<file path="src/rtl/pc_sequencer_pkg.sv">
// Shared definitions for the instruction fetch/dispatch unit and its datapath.
package pc_sequencer_pkg;

  localparam int unsigned PC_W = 8;
  localparam int unsigned OP_W = 16;

  // Control-flow opcodes executed by the sequencer itself.
  localparam logic [3:0] OPC_HALT = 4'h0;
  localparam logic [3:0] OPC_JMP  = 4'hE;
  localparam logic [3:0] OPC_JNZ  = 4'hF;

  // Datapath opcodes; the sequencer forwards these untouched.
  localparam logic [3:0] OPC_MOV  = 4'h1;
  localparam logic [3:0] OPC_ADD  = 4'h2;
  localparam logic [3:0] OPC_SUB  = 4'h3;
  localparam logic [3:0] OPC_AND  = 4'h4;
  localparam logic [3:0] OPC_OR   = 4'h5;
  localparam logic [3:0] OPC_XOR  = 4'h6;
  localparam logic [3:0] OPC_CMP  = 4'h7;
  localparam logic [3:0] OPC_LD   = 4'h8;
  localparam logic [3:0] OPC_ST   = 4'h9;
  localparam logic [3:0] OPC_LDI  = 4'hA;
  localparam logic [3:0] OPC_SHL  = 4'hB;
  localparam logic [3:0] OPC_SHR  = 4'hC;
  localparam logic [3:0] OPC_TST  = 4'hD;

  typedef enum logic [2:0] {
    ST_IDLE,
    ST_FETCH,
    ST_EXEC,
    ST_ISSUE,
    ST_WAIT,
    ST_HALT
  } state_e;

  // True for opcodes the sequencer executes without the datapath.
  function automatic logic is_local_op(input logic [3:0] opc);
    return (opc == OPC_HALT) || (opc == OPC_JMP) || (opc == OPC_JNZ);
  endfunction

endpackage

</file>
<file path="src/rtl/pc_sequencer_step_watchdog.sv">
// Retired-instruction counter; flags the step that reaches STEP_LIMIT.
module step_watchdog #(
  parameter logic [15:0] STEP_LIMIT = 16'hFFFF
) (
  input  logic clk_i,
  input  logic rst_ni,
  input  logic clear_i,
  input  logic en_i,
  output logic expired_o
);

  logic [15:0] count_q;

  // Count enabled steps, saturating at the limit; clear wins over enable.
  always_ff @(posedge clk_i or negedge rst_ni) begin
    if (!rst_ni) begin
      count_q <= '0;
    end else if (clear_i) begin
      count_q <= '0;
    end else if (en_i && (count_q != STEP_LIMIT)) begin
      count_q <= count_q + 16'd1;
    end
  end

  // Expired when the step being taken now is the STEP_LIMIT-th one.
  assign expired_o = en_i && (({1'b0, count_q} + 17'd1) >= {1'b0, STEP_LIMIT});

endmodule

</file>
<file path="src/rtl/pc_sequencer.sv">
// Instruction fetch and dispatch: runs control flow locally, issues the rest
// to the datapath over valid/ready and waits for done/flag.
module pc_sequencer #(
  parameter int unsigned PC_W       = pc_sequencer_pkg::PC_W,
  parameter int unsigned OP_W       = pc_sequencer_pkg::OP_W,
  parameter logic [15:0] STEP_LIMIT = 16'hFFFF
) (
  input  logic            clk,
  input  logic            rst_n,
  input  logic            start,
  output logic [PC_W-1:0] pc,
  input  logic [OP_W-1:0] op,
  output logic            dp_valid,
  input  logic            dp_ready,
  output logic [3:0]      dp_opcode,
  output logic [11:0]     dp_fields,
  input  logic            dp_done,
  input  logic            dp_flag,
  output logic            busy,
  output logic            halted,
  output logic            err
);

  import pc_sequencer_pkg::*;

  state_e          state_q;
  logic [PC_W-1:0] pc_q;
  logic [OP_W-1:0] ir_q;
  logic            flag_q;
  logic            dp_valid_q;
  logic [3:0]      dp_opcode_q;
  logic [11:0]     dp_fields_q;
  logic            busy_q;
  logic            halted_q;
  logic            err_q;

  logic [3:0]      ir_opc;
  logic [PC_W-1:0] ir_tgt;
  logic            start_ok;
  logic            wd_en;
  logic            wd_expired;
  logic            pc_at_end;

  assign ir_opc    = ir_q[OP_W-1 -: 4];
  assign ir_tgt    = ir_q[PC_W-1:0];
  assign start_ok  = start && ((state_q == ST_IDLE) || (state_q == ST_HALT));
  assign wd_en     = (state_q == ST_EXEC);
  assign pc_at_end = &pc_q;

  step_watchdog #(
    .STEP_LIMIT(STEP_LIMIT)
  ) u_step_watchdog (
    .clk_i    (clk),
    .rst_ni   (rst_n),
    .clear_i  (start_ok),
    .en_i     (wd_en),
    .expired_o(wd_expired)
  );

  // Sequencer FSM with all outputs registered alongside the state.
  // Falling through pc 8'hFF (sequential advance) halts with err and leaves pc at FF.
  always_ff @(posedge clk or negedge rst_n) begin
    if (!rst_n) begin
      state_q     <= ST_IDLE;
      pc_q        <= '0;
      ir_q        <= '0;
      flag_q      <= 1'b0;
      dp_valid_q  <= 1'b0;
      dp_opcode_q <= '0;
      dp_fields_q <= '0;
      busy_q      <= 1'b0;
      halted_q    <= 1'b0;
      err_q       <= 1'b0;
    end else begin
      unique case (state_q)
        ST_IDLE, ST_HALT: begin
          if (start_ok) begin
            pc_q     <= '0;
            flag_q   <= 1'b0;
            err_q    <= 1'b0;
            busy_q   <= 1'b1;
            halted_q <= 1'b0;
            state_q  <= ST_FETCH;
          end
        end
        ST_FETCH: begin
          ir_q    <= op;
          state_q <= ST_EXEC;
        end
        ST_EXEC: begin
          if (wd_expired) begin
            err_q    <= 1'b1;
            busy_q   <= 1'b0;
            halted_q <= 1'b1;
            state_q  <= ST_HALT;
          end else if (!is_local_op(ir_opc)) begin
            dp_valid_q  <= 1'b1;
            dp_opcode_q <= ir_opc;
            dp_fields_q <= ir_q[11:0];
            state_q     <= ST_ISSUE;
          end else if (ir_opc == OPC_HALT) begin
            busy_q   <= 1'b0;
            halted_q <= 1'b1;
            state_q  <= ST_HALT;
          end else if ((ir_opc == OPC_JMP) || flag_q) begin
            pc_q    <= ir_tgt;
            state_q <= ST_FETCH;
          end else if (pc_at_end) begin
            err_q    <= 1'b1;
            busy_q   <= 1'b0;
            halted_q <= 1'b1;
            state_q  <= ST_HALT;
          end else begin
            pc_q    <= pc_q + PC_W'(1);
            state_q <= ST_FETCH;
          end
        end
        ST_ISSUE: begin
          if (dp_ready) begin
            dp_valid_q <= 1'b0;
            state_q    <= ST_WAIT;
          end
        end
        ST_WAIT: begin
          if (dp_done) begin
            flag_q <= dp_flag;
            if (pc_at_end) begin
              err_q    <= 1'b1;
              busy_q   <= 1'b0;
              halted_q <= 1'b1;
              state_q  <= ST_HALT;
            end else begin
              pc_q    <= pc_q + PC_W'(1);
              state_q <= ST_FETCH;
            end
          end
        end
        default: state_q <= ST_IDLE;
      endcase
    end
  end

  assign pc        = pc_q;
  assign dp_valid  = dp_valid_q;
  assign dp_opcode = dp_opcode_q;
  assign dp_fields = dp_fields_q;
  assign busy      = busy_q;
  assign halted    = halted_q;
  assign err       = err_q;

endmodule

</file>
<file path="config.mk">
export PLATFORM = sky130hd
export DESIGN_NAME = pc_sequencer
export DESIGN_NICKNAME = d
export VERILOG_FILES = /design/src/rtl/pc_sequencer_pkg.sv /design/src/rtl/pc_sequencer_step_watchdog.sv /design/src/rtl/pc_sequencer.sv
export SDC_FILE = /design/constraint.sdc
export NUM_CORES = 1
export LEC_CHECK = 0
export ABC_AREA = 1
export CAP_MARGIN = 15
export CORE_AREA = 2 2 99 101
export CTS_CLUSTER_SIZE = 20
export DETAILED_ROUTE_END_ITERATION = 8
export DIE_AREA = 0 0 101 103
export PLACE_DENSITY = 0.7
export SYNTH_ARGS = -nofsm -noshare
export SYNTH_HDL_FRONTEND = slang
export SYNTH_SLANG_ARGS = --single-unit
</file>
<file path="constraint.sdc">
create_clock -name clk -period 3.23 [get_ports clk]
set_clock_uncertainty 0.2 [all_clocks]
set_input_delay 0.4845 -clock clk [delete_from_list [all_inputs] [get_ports clk]]
set_output_delay 0.4845 -clock clk [all_outputs]
set_load 0.01 [all_outputs]
</file>
---- Yosys cells after proc, flatten, opt, wreduce, memory -nomap -nowiden ----
Cells that the tools add are included.
storage, ports and cells
  logic and storage cells ................. 106
  memory bits (read-only) ................. 0
  memories kept ........................... 0
  bits of input ports ..................... 22
  latch bits .............................. 0
  register bits after elaboration ......... 64
  bits in writable memories ............... 0
operators by class
  shifts and indexed selects .............. 0
  $mul .................................... 0
  equality and inequality tests ........... 19
  divide/modulo/power cells ............... 0
  reductions and logical operators ........ 22
  magnitude comparators ................... 1
  bitwise operators ....................... 2
  multiplexer cells ....................... 48
  $add $sub $neg .......................... 3
operators with widths
  cell                                                                                   count
  8-bit two-way mux                                                                      7
  16-bit two-way mux                                                                     2
  1-bit two-way mux                                                                      24
  3-bit two-way mux                                                                      8
  8-bit case mux with 3 select lines                                                     1
  16-bit by 1-bit adder with 17-bit output, second input constant                        1
  17-bit by 16-bit greater-or-equal comparator with 1-bit output, second input constant  1
  16-bit by 1-bit adder with 16-bit output, second input constant                        1
  16-bit != test, second input constant                                                  1
  3-bit case mux with 5 select lines                                                     1
  2-bit != test, second input constant                                                   7
  6-bit AND reduction                                                                    2
  3-bit != test, second input constant                                                   3
  1-bit case mux with 3 select lines                                                     3
  3-bit AND reduction                                                                    3
  8-bit by 1-bit adder with 8-bit output, second input constant                          1
  4-bit equality test, second input constant                                             2
  8-bit AND reduction                                                                    1
  3-bit by 2-bit equality test with 1-bit output, second input constant                  2
  3-bit equality test, second input constant                                             2
  2-bit nonzero test                                                                     3
  5-bit AND reduction                                                                    1
  4-bit logical NOT                                                                      1
  1-bit logical OR                                                                       4
  other kinds (9)                                                                        13

---- Logic depth before layout (Yosys ltp) ----
Gate-level depths: netlist (run 1).
  depth after elaboration ................. 7
  depth in mapped cells ................... 16
  gate-level depth less buffers ........... 16

---- Modules after synthesis ----
From an unflattened synthesis (run 1), not the netlist that was laid out.
unflattened totals
  cells, all modules ...................... 478
  area total of the unflattened synthesis .. 3651.0 µm²
modules (own cells, without submodules)
  module         seq. area each (µm²)  cells each  area an instance (µm²)  times used
  pc_sequencer   1201.2                314         2457.4                  1
  step_watchdog  400.4                 164         1193.6                  1

---- Worst setup path before layout (run 1) ----
Ideal clock, no wire load.
  path type ............................... register to register
  start ................................... register u_step_watchdog.count_q[0]
  end ..................................... register pc_q[7] (netlist: pc[7])
  arrival time ............................ 1820 ps
  cell stages (with the launch flop) ...... 17
  path buffers ............................ 0
  setup slack ............................. 1091 ps
  data required time ...................... 2911 ps
  cell sequence ........................... dfrtp_1 -> inv_2 -> ha_1 -> nor2_1 -> nor2_1 -> nor2_1 -> nand2_1 -> nor2_1 -> nand2_1 -> nor2_4 -> nand3_4 -> nand2_2 -> nand2_4 -> nand2_8 -> inv_4 -> nand2_1 -> o21ai_2
between the ends
  word-level cells in the longest chain between the ends .. 5
ends and longest elaborated chain
  element                                                         line                              text
  start: declaration                                              pc_sequencer_step_watchdog.sv:12  logic [15:0] count_q;
  start signal: assignment                                        pc_sequencer_step_watchdog.sv:21  count_q <= count_q + 16'd1;
  16-bit by 1-bit adder with 17-bit output                        pc_sequencer_step_watchdog.sv:26  assign expired_o = en_i && (({1'b0, count_q} + 17'd1) >= {1'b0, STEP_LIMIT});
  17-bit by 16-bit greater-or-equal comparator with 1-bit output  pc_sequencer_step_watchdog.sv:26
  1-bit logical AND                                               pc_sequencer_step_watchdog.sv:26
  2-bit != test (no source line)                                  -
  6-bit AND reduction (no source line)                            -
  end signal: assignment                                          pc_sequencer.sv:106               pc_q <= ir_tgt;
  end signal: assignment                                          pc_sequencer.sv:114               pc_q <= pc_q + PC_W'(1);
  end signal: assignment                                          pc_sequencer.sv:133               pc_q <= pc_q + PC_W'(1);
  end: declaration                                                pc_sequencer.sv:27                logic [PC_W-1:0] pc_q;
No other way between the ends.
A chain may end at the register's enable or synchronous reset.

---- Worst setup path in the final report (run 1) ----
  start ................................... register u_step_watchdog.count_q[1]
  end ..................................... register halted_q (netlist: halted)
between the ends
  word-level cells in the longest chain between the ends .. 5
ends and longest elaborated chain
  element                                                                                     line                              text
  16-bit by 1-bit adder with 17-bit output (*)                                                pc_sequencer_step_watchdog.sv:26
  17-bit by 16-bit greater-or-equal comparator with 1-bit output (*)                          pc_sequencer_step_watchdog.sv:26
  1-bit logical AND (*)                                                                       pc_sequencer_step_watchdog.sv:26
  4-bit != test (no source line), or another cell as far along                                -
  5-bit AND reduction (no source line) or 1-bit case mux with 3 select lines (tied branches)  -
  end signal: assignment                                                                      pc_sequencer.sv:72                halted_q <= 1'b0;
  end signal: assignment                                                                      pc_sequencer.sv:82                halted_q <= 1'b0;
  end signal: assignment                                                                      pc_sequencer.sv:94                halted_q <= 1'b1;
  end: declaration                                                                            pc_sequencer.sv:34                logic halted_q;
Every way passes the cells marked *; elsewhere a longest branch is shown, timed or not.

==> summary.txt, run 1 <==
STA
  – RSZ-0062 raised after global routing: no
  – Setup TNS: 0 ns
  – Tmin final: 2.65 ns
  – Final hold violation count: 0
  – Fmax achieved: 378 MHz
  – # setup viols final: 0
  – Worst Tran Pin Value: 1.01 ns
  – PnR worst setup slack: 0.582 ns
  – Pins Over Slew Limit: 0
  – Max-slew headroom: 0.324
  – Tcrit/Tclk final: 0.820

Clock network
  – Bufs on Longest Clock Path: 2
  – Hold_buf cts: 0
  – Clock transition at the registers of the reported paths: 0.08 ns
  – Root Buffer: clkbuf_8
  – H-tree Lvls: 3
  – CTS tree: done
  – Worst-Skew Late Latency: 0.35 ns
  – Clk sinks: 64
  – Setup bufs post-CTS: 0
  – CTS buffer count: 9
  – Number of gates resized after cts: 0

Synthesis
  – Ys Warns: 0
  – Synth Register Bits: 64
  – Syn_nets: 495
  – Sequential share of the synthesized area: 0.447
  – Yosys cell types: 38
  – Synth Instances: 470
  – Avg Cell Area, Syn: 7.62 um2
  – Cell area after synthesis: 3580 um2

Placed design
  – Routability Congestion: 0.935
  – IO buf count: 49
  – Post-DP HPWL: 6140 um
  – Placed cell area: 4180 um2
  – Setup WS pre-CTS: 0.577 ns

Global routing
  – Total track usage: 0.174
  – Vias in the first global route: 3091
  – First-pass GRT wire length: 14300 um
  – Gr ovfl total: 0
  – Antenna violations before repair: 0
  – Largest net degree at the start of global routing: 65

Floorplanning
  – Core Region: 9460 um2
  – Die height: 103 um
  – Initial core utilization: 0.379
  – Top Ports: 50
  – Num rows: 36
  – Area of the die: 10400 um2
  – Die Wd: 101 um

Detailed routing
  – Per-cell routed wire length: 13.3 um
  – DRC viols: 0
  – Vias per cell: 5.02
  – Remaining antenna violation count: 0
  – Via count: 3235
  – Routed WL: 8540 um
  – Pre-Repair DR Iteration Count: 5
  – 1st-iter DRT viols: 245

Outcome
  – Outcome: complete, no violations

Critical path
  – CP startpoint kind: register
  – Crit path kind: register to register
  – Worst path arrival time: 2.72 ns
  – Worst-path fanout max: 35
  – Worst Setup End Kind: register
  – Crit path required time: 3.30 ns

Final layout
  – Area Growth Syn to Fin: 23.1%
  – Final Cell Area: 4410 um2
  – Layout cell share with drive strength beyond 1: 0.125
  – Fillers: 936
  – Most common cell after layout, fill and taps aside: nand2_1
  – Most frequent cells in the layout: 114 x nand2_1, 64 x dfrtp_1, 58 x inv_1, 54 x nor2_1, 48 x clkdlybuf4s50_1
  – Antenna Cells: 0
  – # nets final: 550

Job
  – Max-Cap Viols: 0

Power
  – Lkg Pwr: 0.00204 uW
  – PD cells: 934 nW/um2
  – VDD IR max: 0.000423 V

Min path
  – Hold Crit Class: primary input to asynchronous set/reset pin
-- cell families (layout without fill, tap and decap cells) --
family,after synthesis,after routing,synth area share
compound gates,87,87,0.134
flops,64,64,0.447
buf+inv,76,136,0.0859
fa+ha+maj,3,3,0.0105
xor+xnor,2,2,0.00489
simple gates,238,238,0.318
-- routing by layer --
layer / vias up / part of all wire / GRT usage / wire [um]
met2: 97 / 0.46 / 0.272 / 3960
met5: - / 0 / 0 / 0
met1: 1495 / 0.46 / 0.235 / 3930
li1: 1624 / - / - / -
met3: 19 / 0.050 / 0.0434 / 426
met4: 0 / 0.026 / 0.0676 / 219
-- flip-flops by register name, indices dropped and copies added, names as in the netlist --
signal,count
dp_valid,1
u_step_watchdog.count_q,16
flag_q,1
busy,1
dp_opcode,4
err,1
state_q,3
dp_fields,12
halted,1
ir_q,16
pc,8
-- final cells by class --
type | count | area, um2 | area share
Multi-Input combinational cell | 330 | 1670 | 0.379
Sequential cell | 64 | 1600 | 0.363
Timing Repair Buffer | 52 | 508 | 0.115
Inverter | 68 | 259 | 0.0587
Tap cell | 114 | 143 | 0.0323
Clock buffer | 9 | 124 | 0.0281
Clock inverter | 7 | 103 | 0.0233
-- cell usage after synthesis --
master	n	area (um2)
inv_4	1	6.26
nand4_1	5	31.3
nor3_2	1	10.0
nand3_1	25	125
nor3_1	4	20.0
dfrtp_1	64	1600
xor2_1	1	8.76
a31oi_1	1	6.26
o21ai_0	16	80.1
o21ai_2	4	35.0
nor3_4	1	16.3
nand2_2	12	75.1
inv_1	58	218
clkbuf_1	5	18.8
inv_2	8	30.0
nand2_4	3	33.8
o22ai_1	16	100
nand2_8	1	20.0
a22oi_1	1	7.51
buf_6	2	22.5
o32ai_1	1	8.76
o21ai_1	21	105
ha_1	3	37.5
nor2_2	4	25.0
nand2_1	114	428
clkinv_2	1	5.00
nand3b_1	1	7.51
o21bai_1	1	7.51
nor4_1	1	6.26
nor2_1	54	203
or3_1	1	6.26
buf_4	1	7.51
nand3_2	1	10.0
xnor2_1	1	8.76
a21oi_1	26	130
nand3_4	2	35.0
nor2_4	7	78.8
or2_0	1	6.26
-- final timing paths --
check,startpoint,to,slack (ns),depth (start not counted)
setup / recovery,u_step_watchdog.count_q[1],halted,0.58,13
hold / removal,rst_n,u_step_watchdog.count_q[8],0.1,2
setup reg to reg,u_step_watchdog.count_q[1],halted,0.58,13
hold reg to reg,dp_opcode[2],dp_opcode[2],0.30,2
max in group asynchronous,rst_n,u_step_watchdog.count_q[11],2.19,2
min in group clk,dp_opcode[2],dp_opcode[2],0.30,2
-- worst max-delay path: stages (launching register included) --
cell and delay, ns:
dfrtp_1 0.43, ha_1 0.23, nand2_2 0.10, nor2_4 0.18
nand3_2 0.10, nor2_1 0.10, nand3_1 0.10, nand2_1 0.27
inv_2 0.15, nand3_4 0.35, nand2_4 0.10, nor2_2 0.13
nand2_1 0.06, o21ai_0 0.06
-- through the flow --
stage	utilization	total power [uW]	hold slack (ns)	instances
global placement	0.442	3270	0.281	628
detailed placement	0.442	3320	0.286	628
floorplan	-	2670	-0.0111	470
finish	0.466	4120	0.0982	644
CTS	0.466	4140	0.141	644
global route	0.466	4470	0.187	644
-- power by group --
part | switching [uW] | leakage (uW) | internal, uW
clock | 357 | 0.000111 | 444
sequential | 279 | 0.000803 | 1160
combinational | 1160 | 0.00112 | 718
Power figures use the tool's default switching activity.
==> run 2: changes to the inputs <==
==> constraint.sdc (replaced) <==
create_clock -name clk -period 2.68 [get_ports clk]
set_clock_uncertainty 0.2 [all_clocks]
set_input_delay 0.402 -clock clk [delete_from_list [all_inputs] [get_ports clk]]
set_output_delay 0.402 -clock clk [all_outputs]
set_load 0.01 [all_outputs]
==> summary.txt, run 2 (synthesis gave the netlist of run 1 again) <==
Detailed routing
  – 1st-iter DRT viols: 238 (-2.9%)
  – DRC viols: 0 (unchanged)
  – Pre-Repair DR Iteration Count: 4 (-1)
  – Via count: 3258 (+0.71%)
  – Routed WL: 8600 um (+0.73%)
  – Vias per cell: 5.01 (-0.22%)
  – Per-cell routed wire length: 13.2 um (-0.20%)
  – Remaining antenna violation count: 0 (unchanged)

Critical path
  – Worst-path fanout max: 9 (-74%)
  – Worst path cell trace: ha_1 -> nand3_1 -> o21ai_1 -> nand2_1 -> nor2_1 -> nand2_1 -> nor2_4 -> nand3_4 -> nand2_2 -> nand2_4 -> nand2_8 -> inv_4 -> nand2_1 -> nand2_1
  – CP top delay family: simple AND/OR/NAND/NOR gates
  – Worst Setup End Kind: register
  – CP startpoint kind: register
  – Worst path arrival time: 2.44 ns (-0.28 ns)
  – Stages on the worst setup path: 14 (+1)
  – Crit path top cell by count: nand2_1
  – Buf/Inv on CP: 1 (unchanged)
  – Max incr delay on CP: 0.43 ns (about the same)
  – Crit path required time: 2.71 ns (-0.59 ns)
  – FF-to-FF path depth: 14 (+1)
  – Crit path kind: register to register
  – Slowest CP cell: dfrtp_1

Clock network
  – H-tree Lvls: 3 (unchanged)
  – Setup bufs post-CTS: 0 (unchanged)
  – Clk sinks: 64 (unchanged)
  – Bufs on Longest Clock Path: 2 (unchanged)
  – CTS tree: done
  – Root Buffer: clkbuf_8
  – Clock transition at the registers of the reported paths: 0.08 ns (about the same)
  – CTS buffer count: 9 (unchanged)
  – Worst-Skew Late Latency: 0.34 ns (about the same)

Final layout
  – Fillers: 942 (+0.64%)
  – Multi-input logic area: 1690 um2 (+0.90%)
  – Most frequent cells in the layout: 113 x nand2_1, 64 x dfrtp_1, 58 x inv_1, 53 x nor2_1, 48 x clkdlybuf4s50_1
  – Area Growth Syn to Fin: 24.8%
  – Final Cell Area: 4470 um2 (+1.3%)
  – # nets final: 556 (+1.1%)
  – Antenna Cells: 0 (unchanged)
  – Register area: 1600 um2 (unchanged)
  – Most common cell after layout, fill and taps aside: nand2_1
  – Layout cell share with drive strength beyond 1: 0.136 (+0.0117)
  – Fin cells: 650 (+0.93%)

STA
  – Max-slew headroom: 0.644 (+0.320)
  – Setup TNS: 0 ns (unchanged)
  – Worst hold margin: 0.295 ns (+0.197 ns)
  – Tcrit/Tclk final: 0.898 (+0.0782)
  – RSZ-0062 raised after global routing: no
  – Tmin final: 2.41 ns (-0.241 ns)
  – Final hold violation count: 0 (unchanged)
  – # setup viols final: 0 (unchanged)
  – Fmax achieved: 416 MHz (+10%)
  – Worst Tran Pin Value: 0.533 ns (-0.478 ns)
  – Pins Over Slew Limit: 0 (unchanged)

Floorplanning
  – Area of the die: 10400 um2 (unchanged)
  – Die Wd: 101 um (unchanged)
  – Initial core utilization: 0.379 (unchanged)
  – Top Ports: 50 (unchanged)
  – Num rows: 36 (unchanged)
  – Core Region: 9460 um2 (unchanged)
  – Die height: 103 um (unchanged)

Power
  – VDD IR max: 0.000617 V (+46%)
  – Lkg Pwr: 0.00207 uW (+1.3%)
  – PD cells: 1120 nW/um2 (+20%)

Outcome
  – Outcome: complete, no violations

Min path
  – Hold Crit Class: register to register
  – Hold path cells: 2

Global routing
  – Total track usage: 0.171 (-0.00324)
  – Largest net degree at the start of global routing: 34 (-48%)
  – Vias in the first global route: 3075 (-0.52%)
  – Antenna violations before repair: 0 (unchanged)
  – First-pass GRT wire length: 14000 um (-2.5%)
  – Gr ovfl total: 0 (unchanged)

Placed design
  – Placed cell area: 4210 um2 (+0.72%)
  – Post-DP HPWL: 6260 um (+1.9%)
  – Routability Congestion: 0.921 (-1.5%)
  – Cell count after placement: 632 (+0.64%)
  – IO buf count: 49 (unchanged)

Job
  – Max-Cap Viols: 0 (unchanged)
## run 2: path summary, 6_finish.rpt
check                      slack (ns)                        from            to
min in group asynchronous        0.33                       rst_n  dp_opcode[2]
hold / removal                   0.29                dp_fields[9]  dp_fields[9]
setup / recovery                 0.27  u_step_watchdog.count_q[1]         pc[3]
max in group asynchronous        1.24                       rst_n         pc[5]
setup reg to reg                 0.27  u_step_watchdog.count_q[1]         pc[3]
hold reg to reg                  0.29                dp_fields[9]  dp_fields[9]
## run 2: final cells by class
| type | instances | area share |
|---|---|---|
| Inverter | 68 | 0.0580 |
| Multi-Input combinational cell | 331 | 0.378 |
| Timing Repair Buffer | 57 | 0.123 |
| Sequential cell | 64 | 0.358 |
| Tap cell | 114 | 0.0319 |
| Clock buffer | 9 | 0.0277 |
| Clock inverter | 7 | 0.0230 |
## run 2: per-stage QoR
stage | util | setup WS [ns] | power [uW]
detailed placement | 0.446 | 0.236 | 4010
CTS | 0.471 | 0.226 | 4990
global placement | 0.446 | 0.294 | 3950
floorplan | - | 0.541 | 3210
finish | 0.472 | 0.273 | 5000
global route | 0.472 | 0.00390 | 5400
## run 2: worst min-delay path, stage by stage (launching register included)
cell     delay [ns]
dfrtp_1        0.35
nand2_1        0.05
o21ai_1        0.06
## run 2: routing by layer
layer / wire length, um / share of wire / vias to the layer above / track usage
met5: 0 / 0 / - / 0
met4: 55 / 0.0064 / 0 / 0.0655
met3: 444 / 0.052 / 7 / 0.0339
met2: 3970 / 0.46 / 91 / 0.271
met1: 4130 / 0.48 / 1526 / 0.233
li1: - / - / 1634 / -
## run 2: what timing repair did
item                                    CTS  global route
endpoints found under the setup margin    0            11
resized for setup                         0             3
hold buffers                              1             0
hold endpoints to repair                 19             0
## run 2: where the power goes
| part | total, uW | leakage (uW) | internal (uW) | switching (uW) |
|---|---|---|---|---|
| clock network | 950 | 0.000111 | 535 | 416 |
| registers | 1730 | 0.000803 | 1400 | 329 |
| logic | 2320 | 0.00115 | 892 | 1430 |
